`src/rtl/axi_rd_burst_splitter_pkg.sv`:
```
// Shared types for the AXI read burst splitter.
// Provides the AXI burst encodings, the len/size/addr/id field types, the AR and R
// channel structs used on both ports, the {split, len} length-FIFO entry, the
// AR FSM state enum and the single-beat address stepping helper.
package axi_rd_burst_splitter_pkg;

    localparam int unsigned AddrWidth = 32;
    localparam int unsigned IdWidth   = 4;
    localparam int unsigned DataWidth = 32;
    localparam int unsigned UserWidth = 1;

    typedef logic [1:0]           burst_t;
    typedef logic [7:0]           len_t;
    typedef logic [2:0]           size_t;
    typedef logic [AddrWidth-1:0] addr_t;
    typedef logic [IdWidth-1:0]   id_t;
    typedef logic [DataWidth-1:0] data_t;

    localparam burst_t BURST_FIXED = 2'b00;
    localparam burst_t BURST_INCR  = 2'b01;
    localparam burst_t BURST_WRAP  = 2'b10;

    typedef struct packed {
        id_t        id;
        addr_t      addr;
        len_t       len;
        size_t      size;
        burst_t     burst;
        logic       lock;
        logic [3:0] cache;
        logic [2:0] prot;
    } ar_chan_s;

    typedef struct packed {
        id_t                  id;
        data_t                data;
        logic [1:0]           resp;
        logic                 last;
        logic [UserWidth-1:0] user;
    } r_chan_s;

    // One entry per accepted AR: whether it was split, and its original len.
    typedef struct packed {
        logic split;
        len_t len;
    } len_entry_t;

    typedef enum logic {
        IDLE,
        ISSUE
    } state_e;

    // Address of the next single-beat AR. INCR aligns down to the beat size
    // before stepping, so an unaligned start address lands on the next aligned beat.
    function automatic addr_t next_beat_addr(input addr_t addr, input size_t size,
                                             input burst_t burst);
        addr_t step;
        step = addr_t'(1) << size;
        if (burst == BURST_FIXED) begin
            return addr;
        end
        return (addr & ~(step - addr_t'(1))) + step;
    endfunction

endpackage

```
`src/rtl/axi_rd_burst_splitter_fifo.sv`:
```
// Length FIFO (fifo_v3 style) holding one {split, len} entry per outstanding AR.
// Ports:
//   clk_i, rst_ni      clock, asynchronous active-low reset
//   push_i, data_i     write an entry (ignored when full)
//   pop_i              drop the head entry (ignored when empty)
//   data_o             head entry
//   empty_o            no entry stored
//   usage_o            number of stored entries
module axi_rd_burst_splitter_fifo
    import axi_rd_burst_splitter_pkg::*;
#(
    parameter  int unsigned Depth = 1,
    localparam int unsigned PtrW  = (Depth > 1) ? $clog2(Depth) : 1,
    localparam int unsigned CntW  = $clog2(Depth + 1)
) (
    input  logic            clk_i,
    input  logic            rst_ni,
    input  logic            push_i,
    input  len_entry_t      data_i,
    input  logic            pop_i,
    output len_entry_t      data_o,
    output logic            empty_o,
    output logic [CntW-1:0] usage_o
);

    len_entry_t      mem [Depth];
    logic [PtrW-1:0] wr_ptr;
    logic [PtrW-1:0] rd_ptr;
    logic [CntW-1:0] cnt;
    logic            do_push;
    logic            do_pop;

    function automatic logic [PtrW-1:0] ptr_inc(input logic [PtrW-1:0] p);
        return (p == PtrW'(Depth - 1)) ? '0 : p + 1'b1;
    endfunction

    assign do_push = push_i && (cnt != CntW'(Depth));
    assign do_pop  = pop_i && (cnt != '0);
    assign data_o  = mem[rd_ptr];
    assign empty_o = (cnt == '0);
    assign usage_o = cnt;

    always_ff @(posedge clk_i or negedge rst_ni) begin
        if (!rst_ni) begin
            for (int i = 0; i < int'(Depth); i++) begin
                mem[i] <= '0;
            end
            wr_ptr <= '0;
            rd_ptr <= '0;
            cnt    <= '0;
        end else begin
            if (do_push) begin
                mem[wr_ptr] <= data_i;
                wr_ptr      <= ptr_inc(wr_ptr);
            end
            if (do_pop) begin
                rd_ptr <= ptr_inc(rd_ptr);
            end
            case ({do_push, do_pop})
                2'b10:   cnt <= cnt + 1'b1;
                2'b01:   cnt <= cnt - 1'b1;
                default: cnt <= cnt;
            endcase
        end
    end

endmodule

```
`src/rtl/axi_rd_burst_splitter.sv`:
```
// AXI read burst splitter for slaves that only accept single-beat reads.
// Multi-beat INCR/FIXED non-exclusive ARs are split into len+1 single-beat ARs;
// everything else is forwarded unchanged. Returned R beats are regrouped into the
// original burst with a correct last toward the upstream converter.
// Ports:
//   clk_i, rst_ni                          clock, asynchronous active-low reset
//   slv_ar_i/valid_i/ready_o               AR from upstream
//   slv_r_o/valid_o/ready_i                reassembled R toward upstream
//   mst_ar_o/valid_o/ready_i               single-beat or pass-through AR toward slave
//   mst_r_i/valid_i/ready_o                R from slave
module axi_rd_burst_splitter
    import axi_rd_burst_splitter_pkg::*;
#(
    parameter int unsigned AxiMaxTrans = 1,
    parameter type         ar_chan_t   = ar_chan_s,
    parameter type         r_chan_t    = r_chan_s
) (
    input  logic     clk_i,
    input  logic     rst_ni,
    input  ar_chan_t slv_ar_i,
    input  logic     slv_ar_valid_i,
    output logic     slv_ar_ready_o,
    output r_chan_t  slv_r_o,
    output logic     slv_r_valid_o,
    input  logic     slv_r_ready_i,
    output ar_chan_t mst_ar_o,
    output logic     mst_ar_valid_o,
    input  logic     mst_ar_ready_i,
    input  r_chan_t  mst_r_i,
    input  logic     mst_r_valid_i,
    output logic     mst_r_ready_o
);

    localparam int unsigned CntW = $clog2(AxiMaxTrans + 1);

    state_e          state_q;
    ar_chan_t        ar_q;
    logic            split_q;
    len_t            rem_q;
    logic            mst_valid_q;
    logic            ready_q;
    len_t            r_cnt_q;

    logic            split_in;
    logic            fifo_push;
    logic            fifo_pop;
    logic            fifo_empty;
    len_entry_t      fifo_in;
    len_entry_t      head;
    logic [CntW-1:0] usage;
    logic [CntW-1:0] usage_next;
    logic            full_next;
    logic            r_last;

    assign split_in = ((slv_ar_i.burst == BURST_INCR) || (slv_ar_i.burst == BURST_FIXED))
                      && (slv_ar_i.len != '0) && !slv_ar_i.lock;

    assign fifo_push     = slv_ar_valid_i && slv_ar_ready_o;
    assign fifo_in.split = split_in;
    assign fifo_in.len   = slv_ar_i.len;

    axi_rd_burst_splitter_fifo #(
        .Depth (AxiMaxTrans)
    ) i_len_fifo (
        .clk_i   (clk_i),
        .rst_ni  (rst_ni),
        .push_i  (fifo_push),
        .data_i  (fifo_in),
        .pop_i   (fifo_pop),
        .data_o  (head),
        .empty_o (fifo_empty),
        .usage_o (usage)
    );

    // Occupancy after this cycle's push/pop; the registered AR ready is derived
    // from it so a pop only frees a slot from the following cycle on.
    always_comb begin
        usage_next = usage;
        if (fifo_push && !fifo_pop) begin
            usage_next = usage + 1'b1;
        end else if (fifo_pop && !fifo_push) begin
            usage_next = usage - 1'b1;
        end
    end
    assign full_next = (usage_next == CntW'(AxiMaxTrans));

    always_ff @(posedge clk_i or negedge rst_ni) begin
        if (!rst_ni) begin
            state_q     <= IDLE;
            ar_q        <= '0;
            split_q     <= 1'b0;
            rem_q       <= '0;
            mst_valid_q <= 1'b0;
            ready_q     <= 1'b0;
        end else begin
            case (state_q)
                IDLE: begin
                    if (fifo_push) begin
                        ar_q        <= slv_ar_i;
                        split_q     <= split_in;
                        rem_q       <= slv_ar_i.len;
                        mst_valid_q <= 1'b1;
                        ready_q     <= 1'b0;
                        state_q     <= ISSUE;
                    end else begin
                        ready_q <= !full_next;
                    end
                end
                ISSUE: begin
                    if (mst_valid_q && mst_ar_ready_i) begin
                        if (!split_q || (rem_q == '0)) begin
                            mst_valid_q <= 1'b0;
                            ready_q     <= !full_next;
                            state_q     <= IDLE;
                        end else begin
                            rem_q     <= rem_q - 1'b1;
                            ar_q.addr <= next_beat_addr(ar_q.addr, ar_q.size, ar_q.burst);
                        end
                    end
                end
                default: state_q <= IDLE;
            endcase
        end
    end

    assign slv_ar_ready_o = ready_q;
    assign mst_ar_valid_o = mst_valid_q;

    always_comb begin
        mst_ar_o = ar_q;
        if (split_q) begin
            mst_ar_o.len = '0;
        end
    end

    // Split bursts count beats to place last; pass-through bursts trust the slave.
    assign r_last        = head.split ? (r_cnt_q == head.len) : mst_r_i.last;
    assign slv_r_valid_o = mst_r_valid_i && !fifo_empty;
    assign mst_r_ready_o = slv_r_ready_i && !fifo_empty;
    assign fifo_pop      = slv_r_valid_o && slv_r_ready_i && r_last;

    always_comb begin
        slv_r_o      = mst_r_i;
        slv_r_o.last = r_last;
    end

    always_ff @(posedge clk_i or negedge rst_ni) begin
        if (!rst_ni) begin
            r_cnt_q <= '0;
        end else if (slv_r_valid_o && slv_r_ready_i) begin
            r_cnt_q <= r_last ? '0 : r_cnt_q + 1'b1;
        end
    end

    a_ar_stable: assert property (@(posedge clk_i) disable iff (!rst_ni)
        (slv_ar_valid_i && !slv_ar_ready_o) |=> $stable(slv_ar_i));

    a_no_r_when_empty: assert property (@(posedge clk_i) disable iff (!rst_ni)
        mst_r_valid_i |-> !fifo_empty);

    a_passthru_last_pops: assert property (@(posedge clk_i) disable iff (!rst_ni)
        (mst_r_valid_i && mst_r_ready_o && !head.split && mst_r_i.last) |-> fifo_pop);

endmodule
```
`config.mk`:
```
export PLATFORM = sky130hd
export DESIGN_NAME = axi_rd_burst_splitter
export DESIGN_NICKNAME = d
export VERILOG_FILES = /design/src/rtl/axi_rd_burst_splitter_pkg.sv /design/src/rtl/axi_rd_burst_splitter_fifo.sv /design/src/rtl/axi_rd_burst_splitter.sv
export SDC_FILE = /design/constraint.sdc
export NUM_CORES = 1
export LEC_CHECK = 0
export BUFFER_PORTS_ARGS = -buffer_cell sky130_fd_sc_hd__buf_2
export CORE_ASPECT_RATIO = 1.5
export CORE_MARGIN = 10
export CORE_UTILIZATION = 45
export DETAILED_ROUTE_END_ITERATION = 8
export PLACE_DENSITY = 0.72
export SKIP_LAST_GASP = 1
export SLEW_MARGIN = 20
export SYNTH_ARGS = -nofsm -noshare
export SYNTH_HDL_FRONTEND = slang
export SYNTH_SLANG_ARGS = --single-unit
```
`constraint.sdc`:
```
create_clock -name clk_i -period 3.5 [get_ports clk_i]
set_input_delay 0.7 -clock clk_i [delete_from_list [all_inputs] [get_ports clk_i]]
set_output_delay 0.7 -clock clk_i [all_outputs]
set_load 0.1 [all_outputs]
```
---- Yosys cells after proc, flatten, opt, wreduce, memory -nomap -nowiden ----
Cells that the tools add are included.
operators by class
  add/sub/neg operators ................... 8
  $mul .................................... 0
  div/mod/pow operators ................... 0
  $lt $le $gt $ge ......................... 3
  equal/unequal tests ..................... 9
  shifts and indexed selects .............. 1
  multiplexer cells ....................... 36
  bitwise gates (word level) .............. 4
  reductions and logical operators ........ 30
operators by type and width
  kind                   number
  $mux 32                3
  $pmux 32 s2            1
  $mux 53                1
  $mux 8                 5
  $add 32x32->32         1
  $and 32x32->32         1
  $not 32->32            1
  $shl 1x3->32 const A   1
  $sub 32x1->32 const B  1
  $mux 1                 18
  $mux 9                 2
  $pmux 8 s2             1
  $logic_and 1x1->1      13
  $bwmux 9               1
  $add 8x1->8 const B    1
  $eq 8x8->1             1
  $logic_not 8->1        1
  $pmux 1 s2             4
  $reduce_bool 8->1      1
  $sub 8x1->8 const B    1
  $reduce_and 3->1       2
  $logic_not 1->1        5
  $eq 2x1->1 const B     2
  $logic_not 2->1        2
  13 further kinds       21
word-level totals
  register bits after elaboration ......... 89
  bits in latches ......................... 0
  bits in writable memories ............... 0
  bits in read-only memories .............. 0
  input port bits ......................... 103
  output and inout bits ................... 101
  logic and storage cells ................. 110
  memories kept ........................... 0

---- Longest topological paths before layout ----
  depth in word-level cells ............... 12
  depth in mapped cells ................... 13
  depth with buffers taken out ............ 10

---- Hierarchy ----
Synthesis repeated with hierarchy kept, for this count alone.
unflattened totals
  cell total of the unflattened synthesis .. 713
  area, all modules ....................... 6,129.6 um2
modules (own cells, without submodules)
  module                      instances  cells an instance  area each (um2)  sequential area each (um2)
  axi_rd_burst_splitter       1          690                5,715.5          1,926.8
  axi_rd_burst_splitter_fifo  1          23                 414.1            250.2

---- Worst setup path after synthesis ----
No wires, ideal clock.
  kind .................................... flip-flop to flip-flop
  from .................................... register ar_q, in the netlist mst_ar_o[10]
  to ...................................... register ar_q, in the netlist mst_ar_o[41]
  setup time .............................. 0.124 ns
  data arrival time ....................... 2.963 ns
  required time ........................... 3.376 ns
  slack ................................... 0.414 ns
  cell stages (with the launch flop) ...... 13
  path buffers ............................ 4
  path through ............................ dfrtp_1 > buf_2 > buf_2 > or3_1 > ha_1 > buf_2 > a21boi_0 > o21ai_2 > o21ai_1 > buf_2 > o211ai_1 > mux2i_1 > a211o_1
on the way
  longest elaborated chain between the ends .. 9
RTL lines
  what                      line                             text
  start: declaration        axi_rd_burst_splitter.sv:37      ar_chan_t ar_q;
  start signal: assignment  axi_rd_burst_splitter.sv:99      ar_q <= slv_ar_i;
  $shl 1x3->32 *            axi_rd_burst_splitter_pkg.sv:58  step = addr_t'(1) << size;
  $sub 32x1->32             axi_rd_burst_splitter_pkg.sv:62  return (addr & ~(step - addr_t'(1))) + step;
  $not 32->32               axi_rd_burst_splitter_pkg.sv:62
  $and 32x32->32            axi_rd_burst_splitter_pkg.sv:62
  $add 32x32->32 *          axi_rd_burst_splitter_pkg.sv:62
  $mux 32 *                 axi_rd_burst_splitter_pkg.sv:62
  $mux 32 *                 axi_rd_burst_splitter.sv:111     if (!split_q || (rem_q == '0)) begin
  $mux 32 *                 axi_rd_burst_splitter.sv:110     if (mst_valid_q && mst_ar_ready_i) begin
  $pmux 32 s2 *             axi_rd_burst_splitter.sv:96      case (state_q)
Mark *: on every way between the ends. The rest lies on a longest branch, timed or not. The select of a mux whose other input is x is not followed.
A chain may end at the register's enable or synchronous reset.

---- Final worst setup path ----
  from .................................... register ar_q, in the netlist mst_ar_o[12]
  to ...................................... register ar_q, in the netlist mst_ar_o[35]
The elaborated chain is that of the path after synthesis.

==> impl_metrics.toml <==
[logic_synthesis]
ys_warn_count = 0
synthTopCellsByCount = "125 x nand2_1, 90 x buf_4, 87 x dfrtp_1"
synth_edf_count = 0
syn_avg_cell_area_um2 = 8.56
syn_area_um2 = 6010
synth_flop_cell = "dfrtp_1"
synth_seq_cells = 87
syn-num-nets = 813
yosysTopAreaCell = "dfrtp_1"
synth_top_area_share_pct = 36.2
yosysMostFrequentCell = "nand2_1"
syn_inst = 702
yosysSeqAreaShare_pct = 36.2
async_reset_ff_share_pct = 100
synth.distinct_cells = 75
synth_area_leaders = "dfrtp_1 36%, buf_4 11%, nand2_1 7.8%, o21ai_0 2.7%, a21oi_1 2.5%"

[floorplan]
fp-row-count = 51
fp.coreArea_um2 = 13000
start_util_pct = 46.2
die_h_um = 162
ios = 204
die-area_um2 = 18500
fp.dieW_um = 114

[place]
place_ws_ns = 0.248
gp_congestion = 0.889
io_buffers = 125
place_area_um2 = 6150
dp_hpwl_um = 12000

[critical_path]
cp.depth = 9
cpMostUsedCell = "or3_1"
cp-end-kind = "flip-flop"
cp-start-kind = "flip-flop"
slowest_delay_ns = 0.47
crit_fanout = 9
cp_cell_sequence = "or3_1 > ha_1 > nor2b_1 > a32oi_1 > o32a_1 > nor3_4 > o211ai_2 > o211a_1 > or3_1"
reg2reg_slack_ns = 0.19
crit_buf_inv = 0
cp_slowest_cell = "dfrtp_1"
worstSetupPathType = "flip-flop to flip-flop"
rr_worst_depth = 9
crit_family = "simple AND/OR/NAND/NOR gates"
worstPathArrival_ns = 3.52
cp.required_ns = 3.71

[layout]
nets = 843
finalInstanceArea_um2 = 6450
num_antenna_cells = 0
drive_gt1_share_pct = 25.1
fillers = 1296
multiInputGateArea_um2 = 2980
syn2layout_area_growth_pct = 7.26
seqCellArea_um2 = 2180

[clock_network]
cts_tree = "yes"
clock_latency_ns = 0.34
numCtsBuffers = 9
hold_buffers = 0
post_cts_buffers = 0
cts_sinks = 87
clk_pin_slew_ns = 0.07
cts_buffer_depth = 2
root_buffer = "clkbuf_16"
htreeDepth = 3
ctsResizeCount = 0

[sta]
post-route-period-util_pct = 94.6
hold_viol_final = 0
rsz0062_at_grt = "no"
finalSetupViolCount = 0
max_freq_ghz = 0.302
worstMarginPinSlew_ns = 0.999
finalMaxSlewViolations = 0
max_slew_margin_pct = 32.9
period_minus_slack_ns = 3.31
fin_worst_skew_ns = 0.00951
fin_tns_setup_ns = 0
fin_ws_ns = 0.189

[route]
wl_per_cell_um = 18.4
drc_errors = 0
num_vias = 5112
first_pass_iters = 5
drtIter0Drc = 258
viasPerCell = 5.71
ant_nets = 0
wl_um = 16500

[global_routing]
grt_usage_pct = 17.7
antenna_found_initial = 0
grt_max_degree = 88
overflow = 0
grt_pass1_vias = 5264
grt_pass1_wl_um = 27000

[outcome]
status = "complete, no violations"

[run]
max_cap_viol_count = 0

[worst_hold_path]
hold_path.class = "input port to async pin"
[kinds of logic (layout without fill, tap and decap cells)]
logic type,count (synthesis),after routing,synth area share (%)
XOR/XNOR,19,19,2.77
AO/OA/AOI/OAI,152,152,18.2
flip-flops,87,87,36.2
adder cells (fa/ha/maj),8,8,1.66
multiplexers,21,21,3.73
buffers and inverters,134,168,14.5
AND/OR/NAND/NOR,281,281,22.9
[sequential cells by signal, indices dropped and copies added, names as in the netlist]
signal	cells
ar_q	8
i_len_fifo.mem	9
i_len_fifo.usage_o	1
mst_ar_o	49
mst_ar_valid_o	1
r_cnt_q	8
rem_q	8
slv_ar_ready_o	1
split_q	1
state_q	1
[placed cells by master (no fill, tap or decap), types with 7 or more instances in the layout]
cell	n
a21o_1	7
a21oi_1	30
a22oi_1	10
and2_1	7
and3_1	15
buf_2	124
buf_4	15
clkbuf_16	9
dfrtp_1	87
ha_1	8
inv_1	13
mux2_2	10
mux2i_1	10
nand2_1	125
nand3_1	24
nand4_1	9
nor2_1	30
nor2b_1	13
nor3_1	15
nor4_1	7
o211ai_1	10
o21ai_0	32
xor2_1	17
[final timing paths]
kind | from | to
setup / recovery | mst_ar_o[12] | mst_ar_o[35]
hold / removal | rst_ni | mst_ar_o[25]
setup reg to reg | mst_ar_o[12] | mst_ar_o[35]
hold reg to reg | mst_ar_o[54] | mst_ar_o[54]
max in group asynchronous | rst_ni | r_cnt_q[2]
min in group clk_i | mst_ar_o[54] | mst_ar_o[54]
[area by class of cell]
| type | count | area share, % |
|---|---|---|
| repair buffers | 140 | 11.7 |
| well taps | 159 | 3.08 |
| flip-flops and latches | 87 | 33.8 |
| clock inverters | 6 | 1.07 |
| clock buffers | 9 | 3.49 |
| multi-input cells | 481 | 46.2 |
| inverters | 13 | 0.757 |
[layer usage]
layer	up-vias	wire, um	track usage, %
met1	2451	6420	20.3
met2	164	8810	31.2
met3	32	899	3.30
met5	-	0	0
li1	2465	-	-
met4	0	347	7.54
[stage by stage]
stage	std cells	hold slack, ns	utilization, %
after CTS	895	0.424	49.5
final	895	0.404	49.5
after floorplan	702	0.404	-
after global placement	880	0.451	47.3
after global routing	895	0.447	49.5
after detailed placement	880	0.454	47.3
[worst reg2reg max path, stage by stage (launching register included)]
cell,delay (ns)
dfrtp_1,0.47
or3_1,0.45
ha_1,0.32
nor2b_1,0.23
a32oi_1,0.08
o32a_1,0.39
nor3_4,0.47
o211ai_2,0.21
o211a_1,0.25
or3_1,0.33
Power is left out: the tool's default activity adds up to more than one toggle a clock period on the data nets, which glitch-free logic cannot reach.
